$ cat src/rtl/mem_arbiter.sv
// Two-port memory arbiter. Fetch (I) and load/store (D) share one memory port,
// with one transaction outstanding, data priority, a fetch anti-starvation streak and a response timeout.
module mem_arbiter #(
  parameter int STARVE_MAX = 4,
  parameter int TIMEOUT    = 255
) (
  input  logic        clk,
  input  logic        rst,
  input  logic        if_req,
  input  logic [31:0] if_addr,
  output logic        if_gnt,
  output logic        if_rvalid,
  output logic [31:0] if_rdata,
  input  logic        d_req,
  input  logic        d_we,
  input  logic [31:0] d_addr,
  input  logic [31:0] d_wdata,
  input  logic [3:0]  d_be,
  output logic        d_gnt,
  output logic        d_rvalid,
  output logic [31:0] d_rdata,
  output logic        mem_req,
  output logic        mem_we,
  output logic [31:0] mem_addr,
  output logic [31:0] mem_wdata,
  output logic [3:0]  mem_be,
  input  logic        mem_rvalid,
  input  logic [31:0] mem_rdata,
  output logic        bus_err
);

  localparam logic [1:0] IDLE   = 2'd0;
  localparam logic [1:0] BUSY_I = 2'd1;
  localparam logic [1:0] BUSY_D = 2'd2;

  localparam logic [31:0] ERR_DATA = 32'hDEAD_BEEF;

  logic [1:0] state;
  logic [3:0] streak_cnt;
  logic [7:0] tmo_cnt;
  logic       pick_d;
  logic       pick_i;
  logic       tmo_hit;

  // D wins unless fetch has waited through STARVE_MAX consecutive D grants.
  always_comb begin
    pick_d  = d_req && (!if_req || (streak_cnt < 4'(STARVE_MAX)));
    pick_i  = !pick_d && if_req;
    tmo_hit = (tmo_cnt == 8'(TIMEOUT - 1));
  end

  always_ff @(posedge clk or negedge rst) begin
    if (!rst) begin
      state      <= IDLE;
      streak_cnt <= 4'd0;
      tmo_cnt    <= 8'd0;
      if_gnt     <= 1'b0;
      d_gnt      <= 1'b0;
      mem_req    <= 1'b0;
      mem_we     <= 1'b0;
      mem_addr   <= 32'd0;
      mem_wdata  <= 32'd0;
      mem_be     <= 4'd0;
      if_rvalid  <= 1'b0;
      if_rdata   <= 32'd0;
      d_rvalid   <= 1'b0;
      d_rdata    <= 32'd0;
      bus_err    <= 1'b0;
    end else begin
      if_gnt    <= 1'b0;
      d_gnt     <= 1'b0;
      mem_req   <= 1'b0;
      if_rvalid <= 1'b0;
      d_rvalid  <= 1'b0;
      bus_err   <= 1'b0;

      case (state)
        IDLE: begin
          if (pick_d) begin
            state     <= BUSY_D;
            d_gnt     <= 1'b1;
            mem_req   <= 1'b1;
            mem_we    <= d_we;
            mem_addr  <= d_addr;
            mem_wdata <= d_wdata;
            mem_be    <= d_be;
            tmo_cnt   <= 8'd0;
            if (!if_req)
              streak_cnt <= 4'd0;
            else if (streak_cnt < 4'(STARVE_MAX))
              streak_cnt <= streak_cnt + 4'd1;
          end else if (pick_i) begin
            state      <= BUSY_I;
            if_gnt     <= 1'b1;
            mem_req    <= 1'b1;
            mem_we     <= 1'b0;
            mem_addr   <= if_addr;
            mem_wdata  <= 32'd0;
            mem_be     <= 4'hF;
            tmo_cnt    <= 8'd0;
            streak_cnt <= 4'd0;
          end
        end

        BUSY_I, BUSY_D: begin
          // A response arriving on the timeout cycle still counts as a normal response.
          if (mem_rvalid) begin
            state <= IDLE;
            if (state == BUSY_I) begin
              if_rvalid <= 1'b1;
              if_rdata  <= mem_rdata;
            end else begin
              d_rvalid <= 1'b1;
              d_rdata  <= mem_rdata;
            end
          end else if (tmo_hit) begin
            state   <= IDLE;
            bus_err <= 1'b1;
            if (state == BUSY_I) begin
              if_rvalid <= 1'b1;
              if_rdata  <= ERR_DATA;
            end else begin
              d_rvalid <= 1'b1;
              d_rdata  <= ERR_DATA;
            end
          end else begin
            tmo_cnt <= tmo_cnt + 8'd1;
          end
        end

        default: state <= IDLE;
      endcase
    end
  end

endmodule

$ cat config.mk
export PLATFORM = sky130hd
export DESIGN_NAME = mem_arbiter
export DESIGN_NICKNAME = d
export VERILOG_FILES = /design/src/rtl/mem_arbiter.sv
export SDC_FILE = /design/constraint.sdc
export NUM_CORES = 1
export LEC_CHECK = 0
export ABC_AREA = 1
export CAP_MARGIN = 20
export CORE_UTILIZATION = 46
export DETAILED_ROUTE_END_ITERATION = 10
export HOLD_SLACK_MARGIN = 0.06
export PLACE_DENSITY_LB_ADDON = 0.3
export SKIP_LAST_GASP = 1
export SYNTH_ARGS = -nofsm -noshare
export SYNTH_HDL_FRONTEND = slang
export SYNTH_SLANG_ARGS = --single-unit
export TNS_END_PERCENT = 30
$ cat constraint.sdc
create_clock -name clk -period 3.6 [get_ports clk]
set_clock_uncertainty 0.1 [all_clocks]
set_input_delay 0.72 -clock clk [delete_from_list [all_inputs] [get_ports clk]]
set_output_delay 0.72 -clock clk [all_outputs]
set_load 0.02 [all_outputs]
==> results.cfg, run 1 <==
[run_status]
status = finished, final reports clean

[global_route]
antenna_found_initial = 0
grt_max_degree = 75
grt_use_total_pct = 25.8
grt_first_pass_wirelength_microns = 28900
grt_pass1_vias = 5696
grt-ovfl-total = 0

[worst_setup_path]
r2r_slack_ns = 1.28
worstSetupPathType = input pin to flip-flop
r2r_start = state[0]
end_kind = flip-flop
worstReg2RegEnd = mem_addr[3]
cp.arrival_ns = 2.80
path_max_fanout = 45
required_ns = 3.84
worst_r2r_path_depth = 8
start_kind = input pin

[floorplan]
start_util_pct = 48.0
die_w_microns = 121
die-area_sq_um = 14500
core_area_sq_um = 13500
ios = 277
num_rows = 42
fp.dieH_microns = 121

[timing]
slew_headroom_pct = 46.7
drv_slew = 0
setup_tns_ns = 0
setup_violations = 0
fin_crit_sh_pct = 71.0
min_period_ns = 2.55
worstMarginPinSlew_ns = 0.798
fmax_mhz = 391
final-hold-violation-count = 0
rsz0062_at_grt = false

[power_and_ir_drop]
total_leakage_power_nw = 4.37
total_power_mw = 9.32
power_frac_clock_pct = 19.7
power-per-cell-area_nw_per_um2 = 944
power_switching_mw = 3.69
p_int_mw = 5.63
share_comb_of_total_power_pct = 48.7
seq_power_share_pct = 31.6
vdd_drop_max_mv = 0.463
p_sw_share_pct = 39.6

[clock_tree]
cts.sinks = 153
clock_latency_ns = 0.41
path_clk_slew_ns = 0.06
cts_setup_buffers = 0
hold_buffers = 0
cts.repair.resized = 0
htree_levels = 4
root_buffer = clkbuf_16
cts_tree = yes
numCtsBuffers = 17
clock_path_buffers = 2

[placed_design]
io_buffer_count = 276
gp_congestion = 0.818
dp_hpwl_microns = 11900

[yosys]
syn-num-nets = 853
synth_compound_area_share_pct = 15.0
ys_seq_area_share_pct = 59.3
synthMuxAreaShare_pct = 0.155
avgSynthCellArea_sq_um = 9.10
synth_cell_type_count = 25
ys_seq_elements = 153
synth_top_family_by_area = simple AND/OR/NAND/NOR gates
synth_xor_area_share_pct = 0.136
ys_warn_count = 0
synthSimpleGateAreaFrac_pct = 19.1
synth_area_sq_um = 6460
synth-adder-area-share_pct = 0.968
netlist_instances = 710

[layout]
syn2layout_area_growth_pct = 52.8
ff_latch_area_sq_um = 3830
antennaDiodeCount = 0
nets = 1114
final_layout_size_suffix_gt1_share_pct = 7.83
layout_commonest_cell = clkdlybuf4s50_1
final_cell_mix = 275 x clkdlybuf4s50_1, 213 x nand2_1, 153 x dfrtp_1
multi_input_area_sq_um = 2290
nFillCells = 983

[drt]
routed_wl_microns = 17800
firstDrtPassIters = 5
vias_per_cell = 5.02
postRouteAntennaNets = 0
drt_iter0_drc = 427
remaining_drc_errors = 0
vias = 5818
wire_per_inst_microns = 15.3

[run]
maxCapViolations = 0

[min_path]
min_path_type = input pin to asynchronous set/reset pin
-- how the worst max path moves through the flow --
stage | from | endpoint | slack [ns] | cells after the start
after detailed placement | if_req | mem_addr[6] | 0.60 | 7
after floorplan | mem_rvalid | d_rdata[24] | 1.87 | 8
after CTS | if_req | mem_addr[12] | 1.06 | 7
after global placement | if_req | mem_addr[6] | 0.69 | 7
after global routing | if_req | mem_addr[6] | 0.87 | 7
final | if_req | mem_addr[3] | 1.05 | 7
-- metrics by stage --
step | hold slack (ns) | instance area [sq um] | instances | setup slack [ns] | utilization [%]
after global routing | 0.263 | 9870 | 1160 | 0.865 | 73.4
final | 0.220 | 9870 | 1160 | 1.05 | 73.4
after CTS | 0.233 | 9870 | 1160 | 1.06 | 73.4
after floorplan | 0.324 | 6460 | 710 | 1.87 | -
after detailed placement | 0.366 | 9260 | 1128 | 0.596 | 68.8
after global placement | 0.363 | 9260 | 1128 | 0.693 | 68.8
-- layout make-up --
cell class	instances	area share, %
Tap cell	176	2.23
Clock inverter	11	1.46
Clock buffer	21	4.77
Multi-Input combinational cell	495	23.2
Sequential cell	153	38.8
Inverter	18	0.684
Timing Repair Buffer	286	28.9
-- synth_stat cells --
cell | n | area share, %
a21oi_1 | 73 | 5.7
buf_2 | 11 | 0.85
buf_4 | 4 | 0.46
buf_6 | 12 | 2.1
clkbuf_1 | 17 | 0.99
dfrtp_1 | 153 | 59
ha_1 | 5 | 0.97
inv_1 | 16 | 0.93
inv_2 | 2 | 0.12
mux2i_1 | 1 | 0.15
nand2_1 | 214 | 12
nand2_2 | 2 | 0.19
nand2_4 | 1 | 0.17
nand3_1 | 8 | 0.62
nand3_2 | 2 | 0.31
nand4_1 | 2 | 0.19
nor2_1 | 80 | 4.6
nor2_2 | 1 | 0.097
nor2_4 | 1 | 0.17
nor3_1 | 3 | 0.23
o21a_1 | 1 | 0.12
o21ai_0 | 31 | 2.4
o21ai_1 | 44 | 3.4
o21ai_2 | 25 | 3.4
xor2_1 | 1 | 0.14
-- flip-flops by register name (all words and copies together), names as in the netlist --
name	count
mem_we	1
mem_be	4
d_gnt	1
mem_addr	32
d_rvalid	1
bus_err	1
mem_req	1
if_gnt	1
mem_wdata	32
tmo_cnt	8
state	2
if_rdata	32
if_rvalid	1
streak_cnt	4
d_rdata	32
-- metal layers --
metal	share of wire [%]	global-route usage [%]
met4	1.8	8.56
met5	0	0
met3	8.7	8.87
met2	49	42.0
met1	40	32.2
-- worst max-delay path, stage by stage --
cell             delay, ns
clkdlybuf4s50_1       0.48
nor2_1                0.27
nor2_4                0.06
inv_2                 0.59
buf_4                 0.42
a21oi_1               0.08
a21oi_1               0.16
-- logic make-up (layout without fill, tap and decap cells) --
kind of cell             after synthesis  count (layout)
buffers and inverters                 62             336
XOR/XNOR                               1               1
adder cells (fa/ha/maj)                5               5
AND/OR/NAND/NOR                      314             314
flip-flops                           153             153
multiplexers                           1               1
AO/OA/AOI/OAI                        174             174
-- power by group through the flow --
stage / Clock, mW / Sequential (mW) / Combinational [mW]
finish: 1.83 / 2.95 / 4.54
floorplan: 0 / 3.86 / 1.59
CTS: 1.87 / 2.95 / 4.58
global route: 1.95 / 3.04 / 4.91
global placement: 0 / 2.93 / 4.47
detailed placement: 0 / 2.95 / 4.54
Note: power is estimated with default switching activity, not from simulation.
==> run 2, diff against run 1 <==
CORE_UTILIZATION = 43   (was 46)
clock period = 2.6 ns   (was 3.6 ns; I/O delays follow)
==> run 2 against run 1 <==
  * Power up 40%
  * First-iteration DRC count rose by 0.70%
  * Critical path depth fell by 6
  * Sequential power is 38% higher
  * Flip-flop and latch count did not move
  * Critical endpoint is now mem_wdata[10]
  * Largest cell class unchanged
  * Largest power group unchanged
==> results.cfg, run 2 (synthesis gave the netlist of run 1 again) <==
[run_status]
status = finished, final reports clean

[layout]
nets = 1121
antennaDiodeCount = 0
nFillCells = 1173
fin_cells = 1174
final_layout_size_suffix_gt1_share_pct = 8.18
syn2layout_area_growth_pct = 55.2
final_cell_mix = 275 x clkdlybuf4s50_1, 213 x nand2_1, 153 x dfrtp_1
layout_commonest_cell = clkdlybuf4s50_1

[global_route]
grt_use_total_pct = 24.2
grt-ovfl-total = 0
grt_max_degree = 66
antenna_found_initial = 0
grt_pass1_vias = 5766
grt_first_pass_wirelength_microns = 29700

[power_and_ir_drop]
share_comb_of_total_power_pct = 48.9
power_frac_clock_pct = 19.9
p_int_mw = 8.01
p_sw_share_pct = 38.8
vdd_drop_max_mv = 0.886
seq_power_share_pct = 31.2
total_leakage_power_nw = 4.45
power-per-cell-area_nw_per_um2 = 1300
power_switching_mw = 5.07

[clock_tree]
cts.sinks = 153
clock_latency_ns = 0.42
path_clk_slew_ns = 0.06
clock_path_buffers = 2
cts_setup_buffers = 0
cts.repair.resized = 0
numCtsBuffers = 17
cts_tree = yes
htree_levels = 4
root_buffer = clkbuf_16

[timing]
min_period_ns = 2.06
slew_headroom_pct = 64.8
fin_crit_sh_pct = 79.3
final-hold-violation-count = 0
rsz0062_at_grt = false
fmax_mhz = 485
worstMarginPinSlew_ns = 0.528
setup_tns_ns = 0
drv_slew = 0
fin_hold_ws_ns = 0.378
setup_violations = 0

[worst_setup_path]
path_max_fanout = 2
cp_top_family = buffers and inverters
cp.arrival_ns = 1.44
start_kind = flip-flop
cpPeakStageDelay_ns = 0.67
worstSetupPathType = flip-flop to output pin
end_kind = output pin
crit_path_top_delay_cell = clkdlybuf4s50_1
required_ns = 1.98
crit_buf_inv = 1
crit_chain = clkdlybuf4s50_1

[min_path]
min_path_type = flip-flop to flip-flop

[drt]
drt_iter0_drc = 430
firstDrtPassIters = 5
routed_wl_microns = 17900
vias = 5789
remaining_drc_errors = 0
wire_per_inst_microns = 15.2
vias_per_cell = 4.93
postRouteAntennaNets = 0

[placed_design]
dp_hpwl_microns = 12400
dp_cells = 1142
gp_congestion = 0.781
io_buffer_count = 276

[floorplan]
num_rows = 44
die_w_microns = 125
ios = 277
die-area_sq_um = 15500
core_area_sq_um = 14600
fp.dieH_microns = 125
start_util_pct = 44.3

[run]
maxCapViolations = 0
-- run 2: worst paths after layout --
check | cells past startpoint | from | to | slack (ns)
max reg2reg | 8 | state[0] | mem_wdata[13] | 0.67
min reg2reg | 2 | if_rdata[13] | if_rdata[13] | 0.38
max in group asynchronous | 3 | rst | d_rdata[15] | 1.17
min | 2 | if_rdata[13] | if_rdata[13] | 0.38
max | 1 | mem_wdata[10] | mem_wdata[10] | 0.54
min in group asynchronous | 2 | rst | d_rdata[5] | 0.54
-- run 2: layer usage --
metal / track usage, % / part of all wire, %
met5: 0 / 0
met4: 8.29 / 2.1
met3: 9.32 / 9.3
met2: 38.5 / 48
met1: 30.1 / 41
-- run 2: power by group through the flow --
stage	sequential, mW	clock [mW]	combinational (mW)
2_1_floorplan	5.34	0	2.20
3_3_place_gp	4.08	0	6.33
3_5_place_dp	4.10	0	6.43
4_1_cts	4.08	2.65	6.45
5_1_grt	4.22	2.75	6.92
6_report	4.08	2.60	6.40
-- run 2: final cells by class --
type / count / area [sq um] / share of cell area, %
clock inverters: 9 / 145 / 1.45
repair buffers: 293 / 2990 / 29.9
flip-flops and latches: 153 / 3830 / 38.2
multi-input cells: 495 / 2290 / 22.8
clock buffers: 22 / 474 / 4.73
inverters: 18 / 67.6 / 0.674
well taps: 184 / 230 / 2.30
-- run 2: metrics by stage --
stage | setup WS, ns | util, % | cell area (sq um) | total power [mW]
2_1_floorplan | 1.01 | - | 6460 | 7.55
3_3_place_gp | 0.396 | 64.4 | 9400 | 10.4
3_5_place_dp | 0.290 | 64.4 | 9400 | 10.5
4_1_cts | 0.513 | 68.7 | 10000 | 13.2
5_1_grt | 0.477 | 68.7 | 10000 | 13.9
6_report | 0.538 | 68.7 | 10000 | 13.1
-- run 2: what timing repair did --
item | 4_1_cts | 5_1_grt
setup endpoints to repair | 0 | 0
hold endpoints to repair | 52 | 0
hold buffers | 1 | 0
-- run 2: worst register-to-register path: cells and delay by family, from the launching register on --
family | cells | cell delay [ns]
AOI/OAI and AO/OA | 1 | 0.17
adders and majority gates | 1 | 0.18
DFF | 1 | 0.39
buffers and inverters | 4 | 0.76
and+or+nand+nor | 2 | 0.26
==> run 3, diff against run 2 <==
clock period = 1.95 ns   (was 2.6 ns; I/O delays follow)
==> run 3 against run 2 <==
  * Power is 35% higher
  * Core utilization is 0.75 points higher
  * Register-to-register slack worse by 0.49 ns
  * Clock power is 38% higher
  * Setup slack worse by 0.52 ns
  * First-iteration DRC count is 17% lower
  * Worst hold slack hardly changed
  * Non-clock buffer count is 8 higher
  * Routed wire length is 1.1% higher
  * Critical path type unchanged
  * Largest cell class unchanged
==> results.cfg, run 3 (synthesis gave the netlist of run 1 again) <==
[clock_tree]
clock_path_buffers = 2
clock_latency_ns = 0.42
path_clk_slew_ns = 0.06
cts.sinks = 153
root_buffer = clkbuf_16
htree_levels = 4
numCtsBuffers = 17
cts_tree = yes

[min_path]
min_path_cells = 2
min_delay_worst_endpoint = state[1]
min_path_type = flip-flop to flip-flop
worstHoldStart = state[1]

[global_route]
grt_max_degree = 66
grt_use_total_pct = 24.3
antenna_found_initial = 0
grt_pass1_vias = 5854
grt-ovfl-total = 0
grt_first_pass_wirelength_microns = 29800

[floorplan]
die_w_microns = 125
start_util_pct = 44.3
die-area_sq_um = 15500
ios = 277
fp.dieH_microns = 125
core_area_sq_um = 14600
num_rows = 44

[layout]
nFillCells = 1137
nets = 1129
layout.cell_area.non_filler_sq_um = 10100
final_cell_mix = 273 x clkdlybuf4s50_1, 213 x nand2_1, 153 x dfrtp_1
syn2layout_area_growth_pct = 56.9
layout_commonest_cell = clkdlybuf4s50_1
final_layout_size_suffix_gt1_share_pct = 8.92
antennaDiodeCount = 0

[worst_setup_path]
worst_r2r_path_depth = 10
worstSetupPathType = flip-flop to output pin
crit_path_top_delay_cell = clkdlybuf4s50_1
cpPeakStageDelay_ns = 0.67
r2r_start = tmo_cnt[0]
worstReg2RegEnd = d_rdata[10]
crit_chain = clkdlybuf4s50_1
cp.arrival_ns = 1.44
required_ns = 1.46
start_kind = flip-flop
r2r_slack_ns = 0.18
path_max_fanout = 2
end_kind = output pin
crit_start = mem_wdata[2]
cp_top_family = buffers and inverters
crit_buf_inv = 1

[power_and_ir_drop]
power_frac_clock_pct = 20.3
power-per-cell-area_nw_per_um2 = 1740
vdd_drop_max_mv = 1.01
p_int_mw = 10.8
p_sw_share_pct = 38.7
total_leakage_power_nw = 4.51
seq_power_share_pct = 30.8
power_switching_mw = 6.84
share_comb_of_total_power_pct = 48.9

[timing]
min_period_ns = 1.93
fmax_mhz = 517
drv_slew = 0
fin_hold_ws_ns = 0.378
setup_violations = 0
final-hold-violation-count = 0
worstMarginPinSlew_ns = 0.446
worst_slack_ns = 0.0150
slew_headroom_pct = 70.3
rsz0062_at_grt = true
fin_crit_sh_pct = 99.2

[run_status]
status = finished, final reports clean

[run]
maxCapViolations = 0

[drt]
vias_per_cell = 5.00
routed_wl_microns = 18100
postRouteAntennaNets = 0
firstDrtPassIters = 5
vias = 5905
remaining_drc_errors = 0
wire_per_inst_microns = 15.3
drt_iter0_drc = 358

[placed_design]
dpl_cell_area_sq_um = 9480
dp_hpwl_microns = 12800
gp_congestion = 0.790
io_buffer_count = 276
place_ws_ns = -0.0552
run 3: cell types whose count changed in the layout (fill, tap and decap cells not counted), sizes merged, moves of 2 or more:
cell / before / now
buf: 17 / 25
clkbuf: 22 / 20
clkdlybuf4s50: 275 / 273
clkinvlp: 0 / 2
run 3: metal layers:
| layer | GRT usage [%] | routed length (microns) | share of wire (%) | vias to the layer above |
|---|---|---|---|---|
| met4 | 9.21 | 452 | 2.5 | 0 |
| met1 | 29.9 | 7370 | 41 | 2754 |
| met3 | 8.42 | 1620 | 8.9 | 30 |
| met2 | 39.3 | 8660 | 48 | 257 |
| li1 | - | - | - | 2864 |
| met5 | 0 | 0 | 0 | - |
run 3: through the flow:
step | power, mW | setup TNS (ns) | std cells | util, %
3_5_place_dp | 14.1 | -0.186 | 1150 | 65.0
5_1_grt | 18.8 | -0.0275 | 1182 | 69.5
3_3_place_gp | 14.0 | 0 | 1150 | 65.0
6_report | 17.7 | 0 | 1182 | 69.5
4_1_cts | 17.8 | -0.0133 | 1182 | 69.5
2_1_floorplan | 10.1 | 0 | 710 | -
run 3: power by group through the flow:
stage	registers (mW)	logic (mW)	clock network, mW
floorplan	7.13	2.94	0
global placement	5.44	8.56	0
detailed placement	5.47	8.68	0
CTS	5.44	8.72	3.66
global route	5.63	9.34	3.79
finish	5.44	8.65	3.58
run 3: area by class of cell:
| type | count | area (sq um) | area share, % |
|---|---|---|---|
| tap | 184 | 230 | 2.27 |
| clock inverter | 11 | 196 | 1.94 |
| sequential | 153 | 3830 | 37.8 |
| clock buffer | 20 | 447 | 4.41 |
| multi-input combinational | 495 | 2290 | 22.6 |
| timing repair buffer | 301 | 3080 | 30.4 |
| inverter | 18 | 67.6 | 0.666 |
run 3: what timing repair did:
action / in CTS / in global routing
resized for setup: 1 / 1
pin swaps: 0 / 0
hold buffers: 1 / 0
hold endpoints to repair: 42 / 0
setup endpoints to repair: 2 / 5
setup buffers: 0 / 0
run 3: worst max-delay path by stage:
stage / endpoint / slack (ns) / cells after the start
finish: mem_wdata[2] / 0.02 / 1
global route: mem_wdata[2] / -0.01 / 1
CTS: mem_wdata[10] / -0.01 / 1
detailed placement: tmo_cnt[4] / -0.06 / 8
global placement: tmo_cnt[4] / 0.04 / 8
floorplan: d_rdata[24] / 0.36 / 11
